--- src/rtl/wavegen_pkg.sv ---
// Shared definitions for the DAC SPI writer: frame layout, control bits,
// FSM state encoding and the frame builder.
package wavegen_pkg;

  localparam int FRAME_W = 16;
  localparam int DATA_W  = 12;

  // Frame bit positions, MSB first on the wire
  localparam int BIT_AB     = 15;
  localparam int BIT_BUF    = 14;
  localparam int BIT_GA_N   = 13;
  localparam int BIT_SHDN_N = 12;

  // Fixed control bits: unbuffered reference, 1x gain, output active
  localparam logic CTRL_BUF    = 1'b0;
  localparam logic CTRL_GA_N   = 1'b1;
  localparam logic CTRL_SHDN_N = 1'b1;

  typedef enum logic [1:0] {
    ST_IDLE  = 2'd0,
    ST_SHIFT = 2'd1,
    ST_GAP   = 2'd2,
    ST_LDAC  = 2'd3
  } spi_state_e;

  typedef enum logic {
    CH_A = 1'b0,
    CH_B = 1'b1
  } dac_ch_e;

  function automatic logic [FRAME_W-1:0] build_frame(input dac_ch_e ch,
                                                     input logic [DATA_W-1:0] word);
    logic [FRAME_W-1:0] f;
    f             = '0;
    f[BIT_AB]     = ch;
    f[BIT_BUF]    = CTRL_BUF;
    f[BIT_GA_N]   = CTRL_GA_N;
    f[BIT_SHDN_N] = CTRL_SHDN_N;
    f[DATA_W-1:0] = word;
    return f;
  endfunction

endpackage

--- src/rtl/dac_spi_writer_sclk_divider.sv ---
// SCLK phase timer. While enabled it alternates a low phase and a high phase,
// each CLK_DIV cycles long, and flags the last cycle of each phase so the
// owner can register the SCLK edge on the following clock.
module sclk_divider #(
  parameter int CLK_DIV = 2
) (
  input  logic clk,
  input  logic rst_n,
  input  logic en,
  output logic rise_stb,
  output logic fall_stb
);

  localparam int CNT_W = (CLK_DIV > 1) ? $clog2(CLK_DIV) : 1;
  localparam logic [CNT_W-1:0] CNT_LOAD = CNT_W'(CLK_DIV - 1);

  logic [CNT_W-1:0] cnt;
  logic             phase_hi;

  // Down-counter per phase; reload and flip phase at terminal count
  always_ff @(posedge clk or negedge rst_n) begin
    if (!rst_n) begin
      cnt      <= CNT_LOAD;
      phase_hi <= 1'b0;
    end else if (!en) begin
      cnt      <= CNT_LOAD;
      phase_hi <= 1'b0;
    end else if (cnt == '0) begin
      cnt      <= CNT_LOAD;
      phase_hi <= ~phase_hi;
    end else begin
      cnt <= cnt - 1'b1;
    end
  end

  assign rise_stb = en && (cnt == '0) && !phase_hi;
  assign fall_stb = en && (cnt == '0) &&  phase_hi;

endmodule

--- src/rtl/dac_spi_writer.sv ---
// Dual-channel DAC SPI writer: latches both channel words on a sampling
// pulse, shifts A then B out in SPI mode 0 and strobes LDAC once at the end.
//
// state | meaning
// IDLE  | waiting for a sampling pulse with at least one channel enabled
// SHIFT | cs_n low, 16 bits clocked out MSB first
// GAP   | cs_n high between frames / before LDAC
// LDAC  | ldac_n low, both DAC outputs update
module dac_spi_writer
  import wavegen_pkg::*;
#(
  parameter int CLK_DIV    = 2,
  parameter int CS_GAP     = 2,
  parameter int LDAC_WIDTH = 2
) (
  input  logic              clk,
  input  logic              rst_n,
  input  logic              clk_sampling,
  input  logic              enableA,
  input  logic              enableB,
  input  logic [DATA_W-1:0] dacA_word,
  input  logic [DATA_W-1:0] dacB_word,
  input  logic              overrun_clr,
  output logic              dac_cs_n,
  output logic              dac_sclk,
  output logic              dac_mosi,
  output logic              dac_ldac_n,
  output logic              busy,
  output logic              overrun
);

  localparam int TMR_MAX = (CS_GAP > LDAC_WIDTH) ? CS_GAP : LDAC_WIDTH;
  localparam int TMR_W   = (TMR_MAX > 1) ? $clog2(TMR_MAX) : 1;
  localparam logic [TMR_W-1:0] GAP_LOAD  = TMR_W'(CS_GAP - 1);
  localparam logic [TMR_W-1:0] LDAC_LOAD = TMR_W'(LDAC_WIDTH - 1);

  spi_state_e          state;
  logic [FRAME_W-1:0]  shreg;
  logic [3:0]          bit_cnt;
  logic [TMR_W-1:0]    tmr;
  logic [DATA_W-1:0]   word_b_q;
  logic                b_pending;
  logic                rise_stb;
  logic                fall_stb;
  logic                accept;
  logic [FRAME_W-1:0]  start_frame;
  logic [FRAME_W-1:0]  frame_b;

  // Channel A goes first whenever it is enabled; B follows from the latched word
  assign accept      = clk_sampling && (enableA || enableB);
  assign start_frame = enableA ? build_frame(CH_A, dacA_word) : build_frame(CH_B, dacB_word);
  assign frame_b     = build_frame(CH_B, word_b_q);

  sclk_divider #(
    .CLK_DIV (CLK_DIV)
  ) u_sclk_divider (
    .clk      (clk),
    .rst_n    (rst_n),
    .en       (state == ST_SHIFT),
    .rise_stb (rise_stb),
    .fall_stb (fall_stb)
  );

  // Transaction sequencer with registered SPI/LDAC outputs
  always_ff @(posedge clk or negedge rst_n) begin
    if (!rst_n) begin
      state      <= ST_IDLE;
      shreg      <= '0;
      bit_cnt    <= '0;
      tmr        <= '0;
      word_b_q   <= '0;
      b_pending  <= 1'b0;
      dac_cs_n   <= 1'b1;
      dac_sclk   <= 1'b0;
      dac_mosi   <= 1'b0;
      dac_ldac_n <= 1'b1;
      busy       <= 1'b0;
    end else begin
      case (state)
        ST_IDLE: begin
          if (accept) begin
            word_b_q  <= dacB_word;
            b_pending <= enableA && enableB;
            shreg     <= start_frame;
            dac_mosi  <= start_frame[FRAME_W-1];
            bit_cnt   <= 4'd15;
            dac_cs_n  <= 1'b0;
            dac_sclk  <= 1'b0;
            busy      <= 1'b1;
            state     <= ST_SHIFT;
          end
        end
        ST_SHIFT: begin
          if (rise_stb) begin
            dac_sclk <= 1'b1;
          end else if (fall_stb) begin
            dac_sclk <= 1'b0;
            if (bit_cnt == 4'd0) begin
              dac_cs_n <= 1'b1;
              tmr      <= GAP_LOAD;
              state    <= ST_GAP;
            end else begin
              shreg    <= {shreg[FRAME_W-2:0], 1'b0};
              dac_mosi <= shreg[FRAME_W-2];
              bit_cnt  <= bit_cnt - 4'd1;
            end
          end
        end
        ST_GAP: begin
          if (tmr == '0) begin
            if (b_pending) begin
              b_pending <= 1'b0;
              shreg     <= frame_b;
              dac_mosi  <= frame_b[FRAME_W-1];
              bit_cnt   <= 4'd15;
              dac_cs_n  <= 1'b0;
              state     <= ST_SHIFT;
            end else begin
              dac_ldac_n <= 1'b0;
              tmr        <= LDAC_LOAD;
              state      <= ST_LDAC;
            end
          end else begin
            tmr <= tmr - 1'b1;
          end
        end
        ST_LDAC: begin
          if (tmr == '0) begin
            dac_ldac_n <= 1'b1;
            busy       <= 1'b0;
            state      <= ST_IDLE;
          end else begin
            tmr <= tmr - 1'b1;
          end
        end
        default: state <= ST_IDLE;
      endcase
    end
  end

  // Sticky overrun: a pulse while busy sets it, clear wins over set
  always_ff @(posedge clk or negedge rst_n) begin
    if (!rst_n) begin
      overrun <= 1'b0;
    end else if (overrun_clr) begin
      overrun <= 1'b0;
    end else if (clk_sampling && busy) begin
      overrun <= 1'b1;
    end
  end

endmodule
--- config.mk ---
export PLATFORM = sky130hd
export DESIGN_NAME = dac_spi_writer
export DESIGN_NICKNAME = d
export VERILOG_FILES = /design/src/rtl/wavegen_pkg.sv /design/src/rtl/dac_spi_writer_sclk_divider.sv /design/src/rtl/dac_spi_writer.sv
export SDC_FILE = /design/constraint.sdc
export NUM_CORES = 1
export LEC_CHECK = 0
export BUFFER_PORTS_ARGS = -buffer_cell sky130_fd_sc_hd__buf_2
export CORE_ASPECT_RATIO = 1.25
export CORE_MARGIN = 4
export CORE_UTILIZATION = 45
export CTS_CLUSTER_DIAMETER = 80
export DETAILED_ROUTE_END_ITERATION = 8
export PLACE_DENSITY = 0.65
export SYNTH_ARGS = -nofsm -noshare
export SYNTH_HDL_FRONTEND = slang
export SYNTH_SLANG_ARGS = --single-unit
--- constraint.sdc ---
create_clock -name clk -period 2.5 [get_ports clk]
set_input_delay 0.625 -clock clk [delete_from_list [all_inputs] [get_ports clk]]
set_output_delay 0.625 -clock clk [all_outputs]
set_load 0.005 [all_outputs]
# Word-level counts from Yosys, hierarchy flattened
# Index checks and enable logic that the tools add are counted.
[totals]
register_bits = 43
output_inout_bits = 6
wordCells = 118
[op_classes]
bitwise = 2
eq_ne = 14
muxes = 59
reduce_logical = 26
addsub = 3
[op_table]
columns = ["op", "n"]
rows = [
  ["two-way mux 15 bit", 6],
  ["one-hot mux 15 bit (3 select lines)", 1],
  ["two-way mux 1 bit", 29],
  ["two-way mux 4 bit", 6],
  ["!= test 2 bit, second input constant", 10],
  ["two-way mux 16 bit", 1],
  ["two-way mux 2 bit", 7],
  ["AND reduction 7 bit", 2],
  ["one-hot mux 4 bit (3 select lines)", 1],
  ["nonzero test 2 bit", 5],
  ["one-hot mux 1 bit (3 select lines)", 3],
  ["AND reduction 3 bit", 3],
  ["one-hot mux 1 bit (2 select lines)", 4],
  ["one-hot mux 2 bit (4 select lines)", 1],
  ["AND reduction 4 bit", 2],
  ["logical AND 1 bit", 6],
  ["AND reduction 6 bit", 1],
  ["nonzero test 3 bit", 2],
  ["== test 2 bit, second input constant", 2],
  ["logical NOT 4 bit", 1],
  ["subtractor 4 x 1 -> 4 bit, second input constant", 1],
  ["!= test 3 bit, second input constant", 1],
  ["== test 2 x 1 -> 1 bit, second input constant", 1],
  ["logical NOT 2 bit", 1],
  ["5 further kinds", 7],
]

# Longest topological paths before layout
[logic_depth]
depth_word = 6
ltp_mapped = 8

# Modules after synthesis
# A second synthesis with hierarchy kept.
[hier_totals]
cells_unflattened = 215
area_unflattened_um2 = 2359.8
[by_module_without_submodules]
columns = ["module", "cells_per_inst", "area_each_um2", "n_inst", "seq_area_each_um2"]
rows = [
  ["dac_spi_writer", 208, 2272.2, 1, 1028.5],
  ["sclk_divider", 7, 87.6, 1, 51.3],
]

# Worst setup path after synthesis
# No wires, ideal clock.
[synth_timing]
path_kind = "reg-to-reg"
start = "reg state[1]"
end = "reg dac_mosi"
required_time_ps = 2375
path_stages_with_launch = 8
t_arrival_ps = 2101
path_slack_ps = 274
n_path_buf = 2
setup_time_ps = 125
period_less_slack_ps = 2226
path_cell_list = "dfrtp_1 > inv_1 > ha_1 > clkbuf_1 > a222oi_1 > o311ai_1 > buf_4 > mux2_4"
[synth_via]
elab_chain_len = 5
[synth_lines]
columns = ["item", "line_no", "rtl"]
rows = [
  ["start, declared", "dac_spi_writer.sv:37", "spi_state_e state;"],
  ["start signal, assigned", "dac_spi_writer.sv:67", "state <= ST_IDLE;"],
  ["start signal, assigned", "dac_spi_writer.sv:90", "state <= ST_SHIFT;"],
  ["start signal, assigned", "dac_spi_writer.sv:101", "state <= ST_GAP;"],
  ["== test 2 x 1 -> 1 bit (*)", "dac_spi_writer.sv:59", ".en (state == ST_SHIFT),"],
  ["net u_sclk_divider.en", "dac_spi_writer_sclk_divider.sv:9", "input logic en,"],
  ["logical AND 1 bit", "dac_spi_writer_sclk_divider.sv:36, dac_spi_writer_sclk_divider.sv:37", ""],
  ["logical AND 1 bit, on equally long branches", "dac_spi_writer_sclk_divider.sv:37, dac_spi_writer_sclk_divider.sv:36", ""],
  ["!= test 2 bit (no source line)", "-", ""],
  ["AND reduction 7 bit (no source line)", "-", ""],
  ["end signal, assigned", "dac_spi_writer.sv:85", "dac_mosi <= start_frame[FRAME_W-1];"],
  ["end signal, assigned", "dac_spi_writer.sv:104", "dac_mosi <= shreg[FRAME_W-2];"],
  ["end signal, assigned", "dac_spi_writer.sv:114", "dac_mosi <= frame_b[FRAME_W-1];"],
  ["end, declared", "dac_spi_writer.sv:26", "output logic dac_mosi,"],
]
# Mark *: on every way through the listed nets, which the timed path passes. The rest lies on a longest branch.
# A chain may end at the register's enable or synchronous reset.

# Final worst setup path
[layout_timing]
start = "reg state[0]"
end = "reg shreg[10]"
[layout_via]
elab_chain_len = 5
[layout_lines]
columns = ["item", "line_no", "rtl"]
rows = [
  ["== test 2 x 1 -> 1 bit", "dac_spi_writer.sv:59, dac_spi_writer.sv:79", ""],
  ["logical AND 1 bit", "dac_spi_writer_sclk_divider.sv:36, dac_spi_writer_sclk_divider.sv:37", ""],
  ["logical AND 1 bit, on equally long branches", "dac_spi_writer_sclk_divider.sv:37, dac_spi_writer_sclk_divider.sv:36", ""],
  ["!= test 2 bit (no source line)", "-", ""],
  ["AND reduction 7 bit (no source line)", "-", ""],
  ["end signal, assigned", "dac_spi_writer.sv:84", "shreg <= start_frame;"],
  ["end signal, assigned", "dac_spi_writer.sv:103", "shreg <= {shreg[FRAME_W-2:0], 1'b0};"],
  ["end signal, assigned", "dac_spi_writer.sv:113", "shreg <= frame_b;"],
  ["end, declared", "dac_spi_writer.sv:38", "logic [FRAME_W-1:0] shreg;"],
]
# Several ways; a longest one is shown, not always the timed one.

==> impl_metrics.py <==
metrics = {
    "outcome": {
        "status": "finished, final reports clean",
    },
    "min_path": {
        "hold_class": "input pin to asynchronous set/reset pin",
    },
    "floorplan": {
        "die_h_um": 88.6,
        "core_um2": 5040,
        "dieArea_um2": 6420,
        "die_width_um": 72.5,
        "ios": 36,
        "initial_core_util_pct": 46.4,
        "rows": 29,
    },
    "placement": {
        "dpl-instance-area_um2": 2620,
        "dp_cells": 308,
        "port_buffers": 35,
        "place_congestion": 0.779,
        "dpl.hpwl_um": 3300,
    },
    "power_and_ir_drop": {
        "leakage_nw": 1.33,
        "irDropWorstVdd_v": 0.000285,
        "cellPowerDensity_nw_per_um2": 498,
    },
    "cells_and_area": {
        "drive_gt1_share_pct": 31.9,
        "area_growth_pct": 16.9,
        "final_cells": 316,
        "n_fill_cell": 443,
        "fin_area_um2": 2730,
        "nets": 289,
        "diodes": 0,
    },
    "clock_tree": {
        "cts_tree": "built",
        "clock-sinks": 43,
        "clk_latency_ns": 0.30,
        "h-tree-depth": 2,
        "cts_resized": 0,
        "cts_buffers": 5,
        "clk_pin_slew_worst_paths_ns": 0.09,
        "post_cts_buffers": 0,
        "cts.path.max_buffers": 2,
        "clockRootBuffer": "clkbuf_8",
        "ctsHoldBuffers": 0,
    },
    "routing": {
        "drt-initial-drc-count": 139,
        "vias": 1727,
        "routedWlPerCell_um": 15.2,
        "antenna_left": 0,
        "viasPerCell": 5.47,
        "route.detailed.drc": 0,
        "wl_um": 4810,
        "drtPass1Iterations": 4,
    },
    "flow_run": {
        "max_cap_violations": 0,
    },
    "synth": {
        "ys_types": 42,
        "synthTopCellsByArea": "dfrtp_1 43%, mux2_4 8.3%, mux2_2 5.8%",
        "synth_nets": 254,
        "ys_warn_count": 0,
        "avgSynthCellArea_um2": 10.7,
        "async_reset_ff_share_pct": 100,
        "synth_most_common_cell": "dfrtp_1",
        "yosysSeqAreaShare_pct": 46.2,
        "synth_area_um2": 2340,
        "synth_edf_count": 0,
        "synth_top_area_share_pct": 42.8,
        "yosysTopAreaCell": "dfrtp_1",
        "syn_inst": 218,
        "synth-seq-cells": 43,
        "synthFlopType": "dfrtp_1",
        "synth.top_cells.by_count": "40 x dfrtp_1, 22 x a21oi_1, 13 x inv_1, 13 x mux2_4",
    },
    "worst_setup_path": {
        "worstPathCellList": "inv_1, ha_1, a222oi_1, buf_4, o311ai_4, buf_4, mux2_1",
        "crit_fanout": 20,
        "cp-end-kind": "register",
        "cpLargestDelayFamily": "buffers and inverters",
        "crit_top_cell": "buf_4",
        "timing_worst_setup_path_type": "register to register",
        "cpPeakStageDelay_ns": 0.42,
        "crit_required_ns": 2.68,
        "setup.worst_path.start_class": "register",
        "cpMaxStageDelayCell": "dfrtp_1",
        "arrival_ns": 2.37,
        "worst-path-buf-inv": 3,
    },
    "sta": {
        "hold_viol_final": 0,
        "setup_viol": 0,
        "maxSlewHeadroom_pct": 47.5,
        "setup_tns_ns": 0,
        "fmax_mhz": 457,
        "period_share_pct": 87.6,
        "min_period_ns": 2.19,
        "skew_ns": 0.00618,
        "slew_viol_final": 0,
        "rsz0062_at_grt": "no",
        "max_slew.worst_pin.slew_ns": 0.787,
    },
    "grt": {
        "grt_max_degree": 44,
        "grt_pass1_vias": 1792,
        "met2_usage_pct": 29.1,
        "use_met1_pct": 21.2,
        "grt_pass1_wl_um": 8420,
        "busiest_layer": "met2",
        "grt_overflow": 0,
        "met3_usage_pct": 3.52,
        "grt_use_total_pct": 16.8,
        "antenna_found_initial": 0,
    },
}
==> report_power, final <==
group	internal (mW)	switching, mW	leakage, nW	total, mW
Clock	0.324	0.248	0.0612	0.571
Sequential	0.708	0.00716	0.551	0.715
Combinational	0.0373	0.0372	0.718	0.0745
Total	1.07	0.292	1.33	1.36
==> cells by family after synthesis <==
logic type / count (synthesis) / synth area share (%)
adders and majority gates: 6 / 3.21
DFF: 43 / 46.2
AOI/OAI and AO/OA: 65 / 18.2
buffers and inverters: 28 / 4.87
muxes: 31 / 16.8
xor gates and xnor gates: 1 / 0.375
and+or+nand+nor: 44 / 10.3
==> registers in the layout, summed over array words and instances (netlist names) <==
signal                   cells
b_pending                    1
bit_cnt                      4
busy                         1
dac_cs_n                     1
dac_ldac_n                   1
dac_mosi                     1
dac_sclk                     1
overrun                      1
shreg                       15
state                        2
tmr                          1
u_sclk_divider.cnt           1
u_sclk_divider.phase_hi      1
word_b_q                    12
==> final timing paths <==
check | start | to | slack [ns] | cells past startpoint
max in group asynchronous | rst_n | dac_ldac_n | 1.95 | 2
min reg2reg | u_sclk_divider.cnt | u_sclk_divider.cnt | 0.49 | 1
max | state[0] | shreg[10] | 0.31 | 7
min in group clk | overrun_clr | overrun | 0.47 | 2
min | rst_n | shreg[14] | 0.29 | 2
max reg2reg | state[0] | shreg[10] | 0.31 | 7
==> worst reg2reg max path, delay by kind of cell, from the launching register on <==
kind / cells / cell delay [ns]
compound gates: 2 / 0.43
flops: 1 / 0.42
buf+inv: 3 / 0.57
fa+ha+maj: 1 / 0.30
mux: 1 / 0.36
==> layout by cell type (no fill, tap or decap), drive strengths merged, types with 3 or more instances in the layout <==
cell type and count:
nor2 7, mux2 27, nor2b 10, ha 6
inv 13, a22oi 12, buf 43, dfrtp 40
mux2i 4, clkbuf 6, and4 3, nand2 8
nor3 4, a211oi 11, dfstp 3, o21ai 5
a21oi 22, nand2b 3
==> routing by layer <==
| layer | vias to the layer above | wire [um] |
|---|---|---|
| met1 | 832 | 2190 |
| met3 | 5 | 146 |
| met5 | - | 0 |
| met4 | 0 | 67 |
| met2 | 29 | 2410 |
| li1 | 861 | - |
==> stage by stage <==
step                      setup slack [ns]  util (%)  power (mW)  hold slack [ns]
after floorplan                      0.274         -       0.754            0.329
after global placement               0.356      51.9       0.803            0.468
after detailed placement             0.336      51.9       0.805            0.470
after CTS                            0.322      54.2        1.37            0.303
after global routing                 0.160      54.2        1.42            0.307
final                                0.310      54.2        1.36            0.285
==> area by class of cell <==
class,count,area (um^2),area share (%)
tap,62,77.6,2.84
sequential,43,1080,39.5
timing repair buffer,43,248,9.06
clock buffer,6,82.6,3.02
inverter,13,48.8,1.78
multi-input combinational,147,1160,42.5
clock inverter,2,35.0,1.28
(Power assumes the default switching activity.)
